[src/rtl/affine_addr_gen.sv]
// Affine loop-nest address generator: walks a DIMS-deep odometer and emits
// offset + sum(count[d]*stride[d]) per valid/ready transfer.

module affine_addr_gen_dim #(
  parameter int WIDTH = 16
) (
  input  logic             clk,
  input  logic             rst,
  input  logic             load,
  input  logic             clr,
  input  logic             inc,
  input  logic [WIDTH-1:0] cfg_ext,
  input  logic [WIDTH-1:0] cfg_stride,
  output logic             wrap,
  output logic [WIDTH-1:0] acc_nx
);
  logic [WIDTH-1:0] ext_m1, stride, count, acc;

  assign wrap = (count == ext_m1);

  // acc tracks count*stride incrementally so no multiplier is needed
  always_comb begin
    acc_nx = acc;
    if (inc) acc_nx = wrap ? '0 : acc + stride;
  end

  always_ff @(posedge clk) begin
    if (rst) begin
      ext_m1 <= '0;
      stride <= '0;
      count  <= '0;
      acc    <= '0;
    end else if (load) begin
      // extent 0 behaves as extent 1
      ext_m1 <= (cfg_ext == '0) ? '0 : cfg_ext - WIDTH'(1);
      stride <= cfg_stride;
      count  <= '0;
      acc    <= '0;
    end else if (clr) begin
      count  <= '0;
      acc    <= '0;
    end else if (inc) begin
      count  <= wrap ? '0 : count + WIDTH'(1);
      acc    <= acc_nx;
    end
  end
endmodule

module affine_addr_gen #(
  parameter int WIDTH = 16,
  parameter int DIMS  = 3
) (
  input  logic                  clk,
  input  logic                  rst,
  input  logic                  start,
  input  logic                  abort,
  input  logic [WIDTH-1:0]      cfg_offset,
  input  logic [DIMS*WIDTH-1:0] cfg_extent,
  input  logic [DIMS*WIDTH-1:0] cfg_stride,
  output logic [WIDTH-1:0]      addr_out,
  output logic                  addr_valid,
  input  logic                  addr_ready,
  output logic                  addr_last,
  output logic                  busy,
  output logic                  done
);
  typedef enum logic {IDLE, RUN} state_t;
  state_t state_q, state_d;

  logic                        run, launch, kill, adv;
  logic [DIMS-1:0]             chain, wrap;
  logic [DIMS-1:0][WIDTH-1:0]  acc_nx;
  logic [WIDTH-1:0]            offset_q, acc_sum;

  assign run        = (state_q == RUN);
  assign launch     = !run && start && !abort;
  assign kill       = run && abort;
  assign adv        = run && addr_ready && !abort;
  assign addr_valid = run;
  assign busy       = run;
  assign addr_last  = run && (&wrap);

  genvar d;
  generate
    for (d = 0; d < DIMS; d++) begin : g_dim
      if (d == 0) begin : g_c0
        assign chain[d] = adv;
      end else begin : g_cn
        assign chain[d] = chain[d-1] && wrap[d-1];
      end
      affine_addr_gen_dim #(.WIDTH(WIDTH)) u_dim (
        .clk        (clk),
        .rst        (rst),
        .load       (launch),
        .clr        (kill),
        .inc        (chain[d]),
        .cfg_ext    (cfg_extent[d*WIDTH +: WIDTH]),
        .cfg_stride (cfg_stride[d*WIDTH +: WIDTH]),
        .wrap       (wrap[d]),
        .acc_nx     (acc_nx[d])
      );
    end
  endgenerate

  always_comb begin
    acc_sum = '0;
    for (int i = 0; i < DIMS; i++) acc_sum = acc_sum + acc_nx[i];
  end

  always_comb begin
    state_d = state_q;
    case (state_q)
      IDLE: if (launch) state_d = RUN;
      RUN:  if (kill || (adv && addr_last)) state_d = IDLE;
      default: state_d = IDLE;
    endcase
  end

  always_ff @(posedge clk) begin
    if (rst) state_q <= IDLE;
    else     state_q <= state_d;
  end

  // On the final transfer the odometer wraps to zero; addr_out keeps the last address
  always_ff @(posedge clk) begin
    if (rst) begin
      offset_q <= '0;
      addr_out <= '0;
      done     <= 1'b0;
    end else begin
      done <= adv && addr_last;
      if (launch) begin
        offset_q <= cfg_offset;
        addr_out <= cfg_offset;
      end else if (adv && !addr_last) begin
        addr_out <= offset_q + acc_sum;
      end
    end
  end
endmodule

[config.mk]
export PLATFORM = sky130hd
export DESIGN_NAME = affine_addr_gen
export DESIGN_NICKNAME = d
export VERILOG_FILES = /design/src/rtl/affine_addr_gen.sv
export SDC_FILE = /design/constraint.sdc
export NUM_CORES = 1
export LEC_CHECK = 0
export CAP_MARGIN = 20
export CELL_PAD_IN_SITES_DETAIL_PLACEMENT = 1
export CELL_PAD_IN_SITES_GLOBAL_PLACEMENT = 1
export CORE_MARGIN = 5
export CORE_UTILIZATION = 43
export DETAILED_ROUTE_END_ITERATION = 10
export PLACE_DENSITY_LB_ADDON = 0.08
export SETUP_SLACK_MARGIN = 0.2
export SLEW_MARGIN = 10
export SYNTH_ARGS = -nofsm -noshare
export SYNTH_HDL_FRONTEND = slang
export SYNTH_SLANG_ARGS = --single-unit
[constraint.sdc]
create_clock -name clk -period 6.9 [get_ports clk]
set_clock_uncertainty 0.05 [all_clocks]
set_input_delay 1.38 -clock clk [delete_from_list [all_inputs] [get_ports clk]]
set_output_delay 1.38 -clock clk [all_outputs]
set_load 0.01 [all_outputs]
Yosys cells after proc, flatten, opt, wreduce, memory -nomap -nowiden
Cells that the tools add are included. W data, S select, Z words.

Bits in registers: 226. Input bits: 117. Output and inout bits: 20. Word-level logic and storage cells: 69.

$add $sub $neg: 12. Equality and inequality tests: 3. Multiplexer cells: 17. Bitwise gates (word level): 1. Reductions and logical operators: 20.

Operators by type and width (number): $mux W16 (14); $add A16 B16 Y16 (6); $add A16 B1 Y16 const B (3); $eq A16 B16 Y1 (3); $logic_not A16 Y1 (3); $sub A16 B1 Y16 const B (3); $logic_and A1 B1 Y1 (10); $logic_not A1 Y1 (3); $reduce_and A3 Y1 (1); $reduce_or A3 Y1 (1); $mux W1 (2); $pmux W1 S2 (1); $reduce_bool A2 Y1 (1); $logic_or A1 B1 Y1 (1); $not A1 Y1 (1).

Longest topological paths before layout
Gate-level depths: netlist (run 1).

Depth after elaboration: 9. Depth in mapped cells: 26. Depth with buffers taken out: 26.

Modules after synthesis
From an unflattened synthesis (run 1), not the netlist that was laid out.

Cells, all modules: 1621. Area total of the unflattened synthesis: 13736.9 sq um.

Modules (own cells, without submodules): affine_addr_gen_dim at g_dim[1].u_dim ... (instances 2, cells each 414, area each 3529.6 sq um, seq. area each 1281.2 sq um); affine_addr_gen_dim at g_dim[0].u_dim (instances 1, cells each 410, area each 3584.7 sq um, seq. area each 1281.2 sq um); affine_addr_gen (instances 1, cells each 383, area each 3093.0 sq um, seq. area each 680.7 sq um).

Worst setup path after synthesis (run 1)
No wires, ideal clock.

Kind: input -> register. Start point: in addr_ready. End point: reg addr_out[12]. Library setup time: 0.086 ns. Data arrival time: 5.704 ns. Required time: 6.764 ns. Slack: 1.060 ns. Stages: 20. Buffers on the path: 1. Cell sequence: nand2_1 nor2_1 nand2_4 clkbuf_1 o41ai_1 fa_1 inv_1 fa_1 inv_1 ha_1 a21o_1 a21oi_1 o21bai_1 a21oi_1 o21bai_1 a21oi_1 o211ai_1 a2111o_1 o211a_1 a211oi_1.

RTL lines: start, declared (line 62) `input logic addr_ready,`; end signal, assigned (line 134) `addr_out <= cfg_offset;`; end signal, assigned (line 136) `addr_out <= offset_q + acc_sum;`; end, declared (line 60) `output logic [WIDTH-1:0] addr_out,`.

==> parameters.txt, run 1 <==
Parameter                              Value

Run status
  Result of the run    complete, no violations

Power and ir drop
  Power per cell area    roughly 200 nW/um2
  VDD IR max    0.203 mV
  Leakage power    6.55 nW

Floorplanning
  Die outline area    about 34000 um2
  Floorplan core area    29700 um2
  Die height    between 150 and 200 um
  Standard-cell row count    between 60 and 70
  Number of top-level pins    137
  DIE WIDTH    183 um
  Starting density of the core    43.6%

STA
  Measured slew at the worst slew-check pin    between 1000 and 1500 ps
  Setup Total Neg Slack    0 ps
  Number of failing hold endpoints at the final stage    0
  Minimum clock period    6180 ps
  Unrepaired setup endpoints after global routing    no
  Number of pins with negative max-slew slack in the final report    0
  Worst-case headroom to the max-slew limit    around a third
  Worst-case hold slack    a little over 400 ps
  Achievable clock frequency    162 MHz
  Setup violation total in the final timing report    0
  Period utilization    89.6%

Yosys
  Post-synthesis average cell area    8.20 um2
  Number of flops mapped to enable cells by yosys    0
  Mapped Area    between 10000 and 15000 um2
  Net count of the mapped netlist    1795
  Yosys cell types    just over 70
  Ys flop type    dfxtp_1
  Syn Inst Count    ~1600
  Async SR Flop Fraction    0%
  Warning count from the yosys run    0
  Cell type contributing the most total cell area after synthesis    dfxtp_1
  Share of the synthesized area in the top cell type    35.0%
  Register bit total from synthesis    226
  Sequential area share after synthesis    35.0%
  Leading cell types by total area after synthesis    dfxtp_1 35%, nand2_1 8.2%, xor2_1 7.4%

Hold path
  Worst Hold Depth    2
  Min-delay worst type    flop to flop

Worst setup path
  Levels on crit path    23
  Combined buffer and inverter count along the critical path    3
  Path depth of the worst reg2reg path    23
  CP max-delay cell    fa_1
  Delay of the slowest cell on the worst path    570 ps
  Crit path cell chain    ha_1, inv_1, fa_1, nor2b_1, o21ai_0, a21boi_0, o21ai_0, a21boi_0, o21bai_1, a21oi_1, o21ai_0, a32o_1, fa_1, inv_1, fa_1, inv_1, ha_1, and3_1, a21oi_1, o211ai_1, a2111o_1, o211a_1, a211oi_1
  Kind of end point of the critical path    flop
  Critical Path Source Type    flop
  Worst endpoint required time    7280 ps
  Arrival time of the worst setup path    6570 ps
  Delay-heaviest family, CP    compound AO/OA/AOI/OAI gates
  Path type of the worst setup path    flop to flop
  Largest fanout on the critical path    6
  Register-to-Register Setup Slack    720 ps

Clock tree
  Post-CTS repair timing setup buffer count    0
  Number of buffers between clock root and the deepest sink    3
  CTS resizes    0
  Number of H-tree branching levels    1
  Worst-path clk slew    roughly 60 ps
  Latest clock arrival within the worst-skew pair    about 530 ps
  Total CTS buffers    27
  Hold_buf cts    0
  # clock sinks    between 200 and 250
  Clock root buffer    clkbuf_16
  TritonCTS clock tree    built

Detailed routing
  Highest routing layer actually used    met4
  Met2 wire length    18200 um
  Met1 Wirelength    17100 um
  Number of vias per cell    5.40
  Overall routed net length    around 38000 um
  Initial DRT Pass Iterations    4
  Number of DRC violations after detailed routing    0
  Starting DRT DRC Count    493
  Post-DRT Antenna Nets    0
  Number of vias after detailed routing    11386
  Average wire length per cell after detail routing    17.8 um
  Met3 wire length    1320 um

Placement
  Detailed placer's ending HPWL    28500 um
  Number of port buffers    136
  Final weighted congestion in routability-driven placement    0.871

Cells and area
  Diodes inserted    0
  Area Overhead vs Synth    20.4%
  Commonest non-fill, non-tap cell in the layout    nand2_1
  Top library cells by usage in the layout, fill and taps aside    283 x nand2_1, 226 x dfxtp_1, 138 x a21oi_1
  Layout cell share with drive strength beyond 1    between 5 and 6%
  Final net count    1916
  Utilization of the core after routing    52.4%

Global route
  Wire length of the first global-routing pass    60500 um
  Via count of the first global-routing pass    11911
  Global-route total usage across every layer    between 20% and 30%
  Antenna violations before repair    1
  Pin count of the biggest net entering global routing    84
  Gr ovfl total    0

Run
  Max-cap violations    0
-- kinds of logic (layout without fill, tap and decap cells) --
| family | after synthesis | in the layout | share of synthesized area, % |
|---|---|---|---|
| and+or+nand+nor | 598 | 598 | 21.2 |
| AOI/OAI and AO/OA | 330 | 330 | 16.0 |
| DFF | 226 | 226 | 35.0 |
| xor gates and xnor gates | 164 | 164 | 11.2 |
| buffers and inverters | 156 | 295 | 4.66 |
| adders and majority gates | 99 | 99 | 11.5 |
| muxes | 6 | 6 | 0.483 |
-- cell usage after synthesis (all sizes together) (6+ instances only) --
| master | number |
|---|---|
| nand2 | 285 |
| dfxtp | 226 |
| a21oi | 138 |
| nor2 | 115 |
| xor2 | 110 |
| inv | 92 |
| o21ai | 77 |
| ha | 66 |
| clkbuf | 55 |
| xnor2 | 53 |
| fa | 33 |
| nor3 | 31 |
| and2 | 28 |
| and3 | 27 |
| nand3 | 26 |
| nor4 | 19 |
| or3 | 19 |
| nand4 | 18 |
| a21o | 14 |
| a22o | 10 |
| buf | 9 |
| o21bai | 9 |
| nor2b | 8 |
| o211ai | 8 |
| o31ai | 8 |
| o41ai | 8 |
| nand2b | 7 |
| o21a | 7 |
| a21boi | 6 |
| a22oi | 6 |
| a31oi | 6 |
-- flip-flops by register name (all words and copies together), names as in the netlist --
| name | flops |
|---|---|
| g_dim.u_dim.acc | 48 |
| g_dim.u_dim.count | 48 |
| g_dim.u_dim.stride | 48 |
| addr_valid | 1 |
| done | 1 |
| g_dim.u_dim.ext_m1 | 48 |
| addr_out | 16 |
| offset_q | 16 |
-- path summary, 6_finish.rpt --
| path | startpoint | endpoint |
|---|---|---|
| max | g_dim[1].u_dim.stride[0] | addr_out[12] |
| min | g_dim[0].u_dim.stride[15] | g_dim[0].u_dim.stride[15] |
| max reg2reg | g_dim[1].u_dim.stride[0] | addr_out[12] |
| min reg2reg | g_dim[0].u_dim.stride[15] | g_dim[0].u_dim.stride[15] |
-- power breakdown --
group | internal [mW] | switching, mW
Clock | 0.877 | 0.555
Combinational | 0.150 | 0.190
Sequential | 1.34 | 0.0296
-- worst reg2reg max path: stages (launching register included) --
cell and delay [ps]:
dfxtp_1 400, ha_1 230, inv_1 70, fa_1 380
nor2b_1 180, o21ai_0 130, a21boi_0 300, o21ai_0 170
a21boi_0 380, o21bai_1 150, a21oi_1 190, o21ai_0 90
a32o_1 350, fa_1 570, inv_1 60, fa_1 510
inv_1 50, ha_1 320, and3_1 160, a21oi_1 380
o211ai_1 200, a2111o_1 430, o211a_1 130, a211oi_1 210
-- metal layers --
| metal | track usage (%) | up-vias |
|---|---|---|
| met2 | 38.2 | 153 |
| met3 | 2.69 | 56 |
| met5 | 0 | - |
| li1 | - | 5602 |
| met1 | 28.6 | 5575 |
| met4 | 5.69 | 0 |
-- area by class of cell --
| type | count | area (um2) |
|---|---|---|
| Multi-Input combinational cell | 1197 | 7830 |
| Clock inverter | 11 | 130 |
| Fill cell | 3540 | 14100 |
| Timing Repair Buffer | 156 | 1510 |
| Sequential cell | 226 | 4520 |
| Inverter | 92 | 345 |
| Tap cell | 390 | 488 |
| Clock buffer | 36 | 759 |
-- stage by stage --
step                      cell area (um2)  total power [mW]  std cells  setup WS [ps]
after floorplan                     12900              1.57       1579           1060
after detailed placement            14700              1.74       2061            194
final                               15600              3.14       2108            717
after CTS                           15600              3.18       2108            732
after global routing                15600              3.27       2108            289
after global placement              14700              1.73       2061            286
Power figures use the tool's default switching activity.
==> inputs of run 2 (changes only) <==
Settings changed: CORE_UTILIZATION 43 to 44, CTS_BUF_LIST set to sky130_fd_sc_hd__clkbuf_16, PLACE_DENSITY set to 0.9, PLACE_DENSITY_LB_ADDON 0.08 to unset, SYNTH_HIERARCHICAL set to 1.
==> parameters.txt, run 2 <==
Parameter                              Value

Clock tree
  CTS resizes    0
  Number of buffers between clock root and the deepest sink    3
  Total CTS buffers    26
  Post-CTS repair timing setup buffer count    0
  Worst-path clk slew    70 ps
  Hold_buf cts    0
  # clock sinks    226
  Latest clock arrival within the worst-skew pair    550 ps
  Number of H-tree branching levels    1
  Clock root buffer    clkbuf_16
  TritonCTS clock tree    built

Yosys
  Number of flops mapped to enable cells by yosys    0
  Register bit total from synthesis    226
  Share of the synthesized area in the top cell type    32.9%
  Leading cell types by total area after synthesis    dfxtp_1 33%, xor2_1 6.6%, ha_1 6.3%
  Post-synthesis compound-gate area fraction    15.5%
  Net count of the mapped netlist    1840
  Sequential area share after synthesis    roughly a third
  Cell type contributing the most total cell area after synthesis    dfxtp_1
  Yosys cell types    84
  Post-synthesis average cell area    8.47 um2
  Syn Inst Count    approximately 1600
  Largest family of logic cells by synthesized area    simple AND/OR/NAND/NOR gates
  Async SR Flop Fraction    0%
  Mux cell area share after synthesis    approximately 4%
  Simple-gate portion of the synthesized area    20.7%
  Most numerous cell in the Yosys netlist    dfxtp_1
  Post-Synth Adder-Cell Area    11.1%
  Ys flop type    dfxtp_1
  Warning count from the yosys run    6
  Synth Area in XOR/XNOR    10.4%
  Most used standard cells in the synthesized netlist    226 x dfxtp_1, 199 x nand2_1, 153 x nor2_1
  Mapped Area    13700 um2

Detailed routing
  Number of vias per cell    5.70
  Starting DRT DRC Count    754
  Overall routed net length    between 40000 and 50000 um
  Number of vias after detailed routing    approximately 12000
  Post-DRT Antenna Nets    0
  Average wire length per cell after detail routing    19.5 um
  Initial DRT Pass Iterations    6
  Number of DRC violations after detailed routing    0

Worst setup path
  Delay-heaviest family, CP    simple AND/OR/NAND/NOR gates
  Critical Path Source Type    flop
  CP max-delay cell    a2111oi_0
  Kind of end point of the critical path    flop
  Delay of the slowest cell on the worst path    540 ps
  Crit path cell chain    xor2_1, nor4_1, nand4_1, inv_2, and3_1, inv_1, nor2_1, o211ai_1, nand3_1, inv_1, fa_1, fa_1, inv_1, ha_1, a21oi_1, o21ai_1, a2111oi_0, mux2_1, o21ai_1, o21ai_1
  Path type of the worst setup path    flop to flop
  Largest fanout on the critical path    10
  Arrival time of the worst setup path    6400 ps
  Register-to-Register Setup Slack    about 940 ps
  Worst endpoint required time    7330 ps
  Combined buffer and inverter count along the critical path    4

Power and ir drop
  Total power draw    3.06 mW
  Power per cell area    around 190 nW/um2
  Leakage power    6.56 nW
  VDD IR max    0.155 mV

Cells and area
  Utilization of the core after routing    about 53%
  Final net count    1959
  Top library cells by usage in the layout, fill and taps aside    226 x dfxtp_1, 199 x nand2_1, 153 x nor2_1
  Area Overhead vs Synth    17.9%
  Diodes inserted    0
  Commonest non-fill, non-tap cell in the layout    dfxtp_1
  Total of fill cells in the finished design    3677
  Number of standard cells in the final layout excluding fillers    approximately 2200
  Layout cell share with drive strength beyond 1    slightly below 5%

Placement
  Detailed placer's ending HPWL    31900 um
  Post-placement cell count    approximately 2100
  Number of port buffers    136
  Final weighted congestion in routability-driven placement    0.949

Floorplanning
  Starting density of the core    44.8%
  DIE WIDTH    187 um
  Die height    187 um
  Standard-cell row count    64
  Die outline area    34900 um2
  Floorplan core area    around 31000 um2
  Number of top-level pins    137

Hold path
  Min-delay worst type    flop to flop

STA
  Number of failing hold endpoints at the final stage    0
  Number of pins with negative max-slew slack in the final report    0
  Achievable clock frequency    168 MHz
  Measured slew at the worst slew-check pin    974 ps
  Unrepaired setup endpoints after global routing    no
  Setup violation total in the final timing report    0
  Period utilization    86.4%
  Worst-case headroom to the max-slew limit    a little over a third
  Setup Total Neg Slack    0 ps
  Minimum clock period    about 6000 ps

Global route
  Via count of the first global-routing pass    12981
  Antenna violations before repair    0
  Wire length of the first global-routing pass    just under 70000 um
  Pin count of the biggest net entering global routing    58
  Global-route total usage across every layer    23.1%
  Gr ovfl total    0

Run
  Max-cap violations    0

Run status
  Result of the run    complete, no violations
## run 2: cell types whose count changed after synthesis, sizes merged, moves of 12 or more
cell,previous run,this run
nor2,115,153
buf,9,22
clkbuf,55,35
nand2,285,200
a21o,14,30
or3,19,7
mux2i,4,50
inv,92,126
nand3,26,40
nor2b,8,28
a21oi,138,80
## run 2: per-layer routing
metal | vias to the layer above | part of all wire (%) | GRT usage (%)
met3 | 83 | 5.6 | 3.64
met5 | - | 0 | 0
li1 | 5787 | - | -
met4 | 0 | 2.8 | 6.56
met1 | 5985 | 44 | 30.6
met2 | 400 | 48 | 39.1
## run 2: final timing paths
check,startpoint,endpoint,cells after the start
worst max-delay path,g_dim[1].u_dim/count[13],addr_out[13],20
worst min-delay path,offset_q[11],offset_q[11],2
worst max register to register,g_dim[1].u_dim/count[13],addr_out[13],20
worst min register to register,offset_q[11],offset_q[11],2
## run 2: kinds of logic (layout without fill, tap and decap cells)
kind of cell,count (synthesis),count (layout)
AND/OR/NAND/NOR,586,586
AO/OA/AOI/OAI,309,309
flip-flops,226,226
buffers and inverters,183,317
XOR/XNOR,162,162
adder cells (fa/ha/maj),102,102
multiplexers,53,53
## run 2: tightest hold or removal path: cells and delay by family, from the launching register on
kind | cells | cell delay [ps]
AOI/OAI and AO/OA | 1 | 50
DFF | 1 | 300
and+or+nand+nor | 1 | 50
## run 2: cell type report
cell class	count	area [um2]	area share [%]
well taps	396	495	3.06
flip-flops and latches	226	4520	27.9
clock inverters	16	119	0.734
multi-input cells	1212	8450	52.2
inverters	126	478	2.95
clock buffers	27	676	4.17
repair buffers	148	1450	8.95
## run 2: power by group
part           switching [mW]  internal (mW)  total [mW]
clock                   0.557          0.772        1.33
combinational           0.200          0.158       0.359
sequential             0.0293           1.34        1.37
total                   0.787           2.28        3.06
## run 2: per-stage QoR
| step | setup WS, ps | instance area (um2) | hold WS, ps |
|---|---|---|---|
| 3_3_place_gp | 772 | 15400 | 395 |
| 5_1_grt | 604 | 16200 | 430 |
| 4_1_cts | 1030 | 16200 | 407 |
| 6_report | 936 | 16200 | 402 |
| 2_1_floorplan | 1400 | 13700 | 386 |
| 3_5_place_dp | 575 | 15400 | 400 |
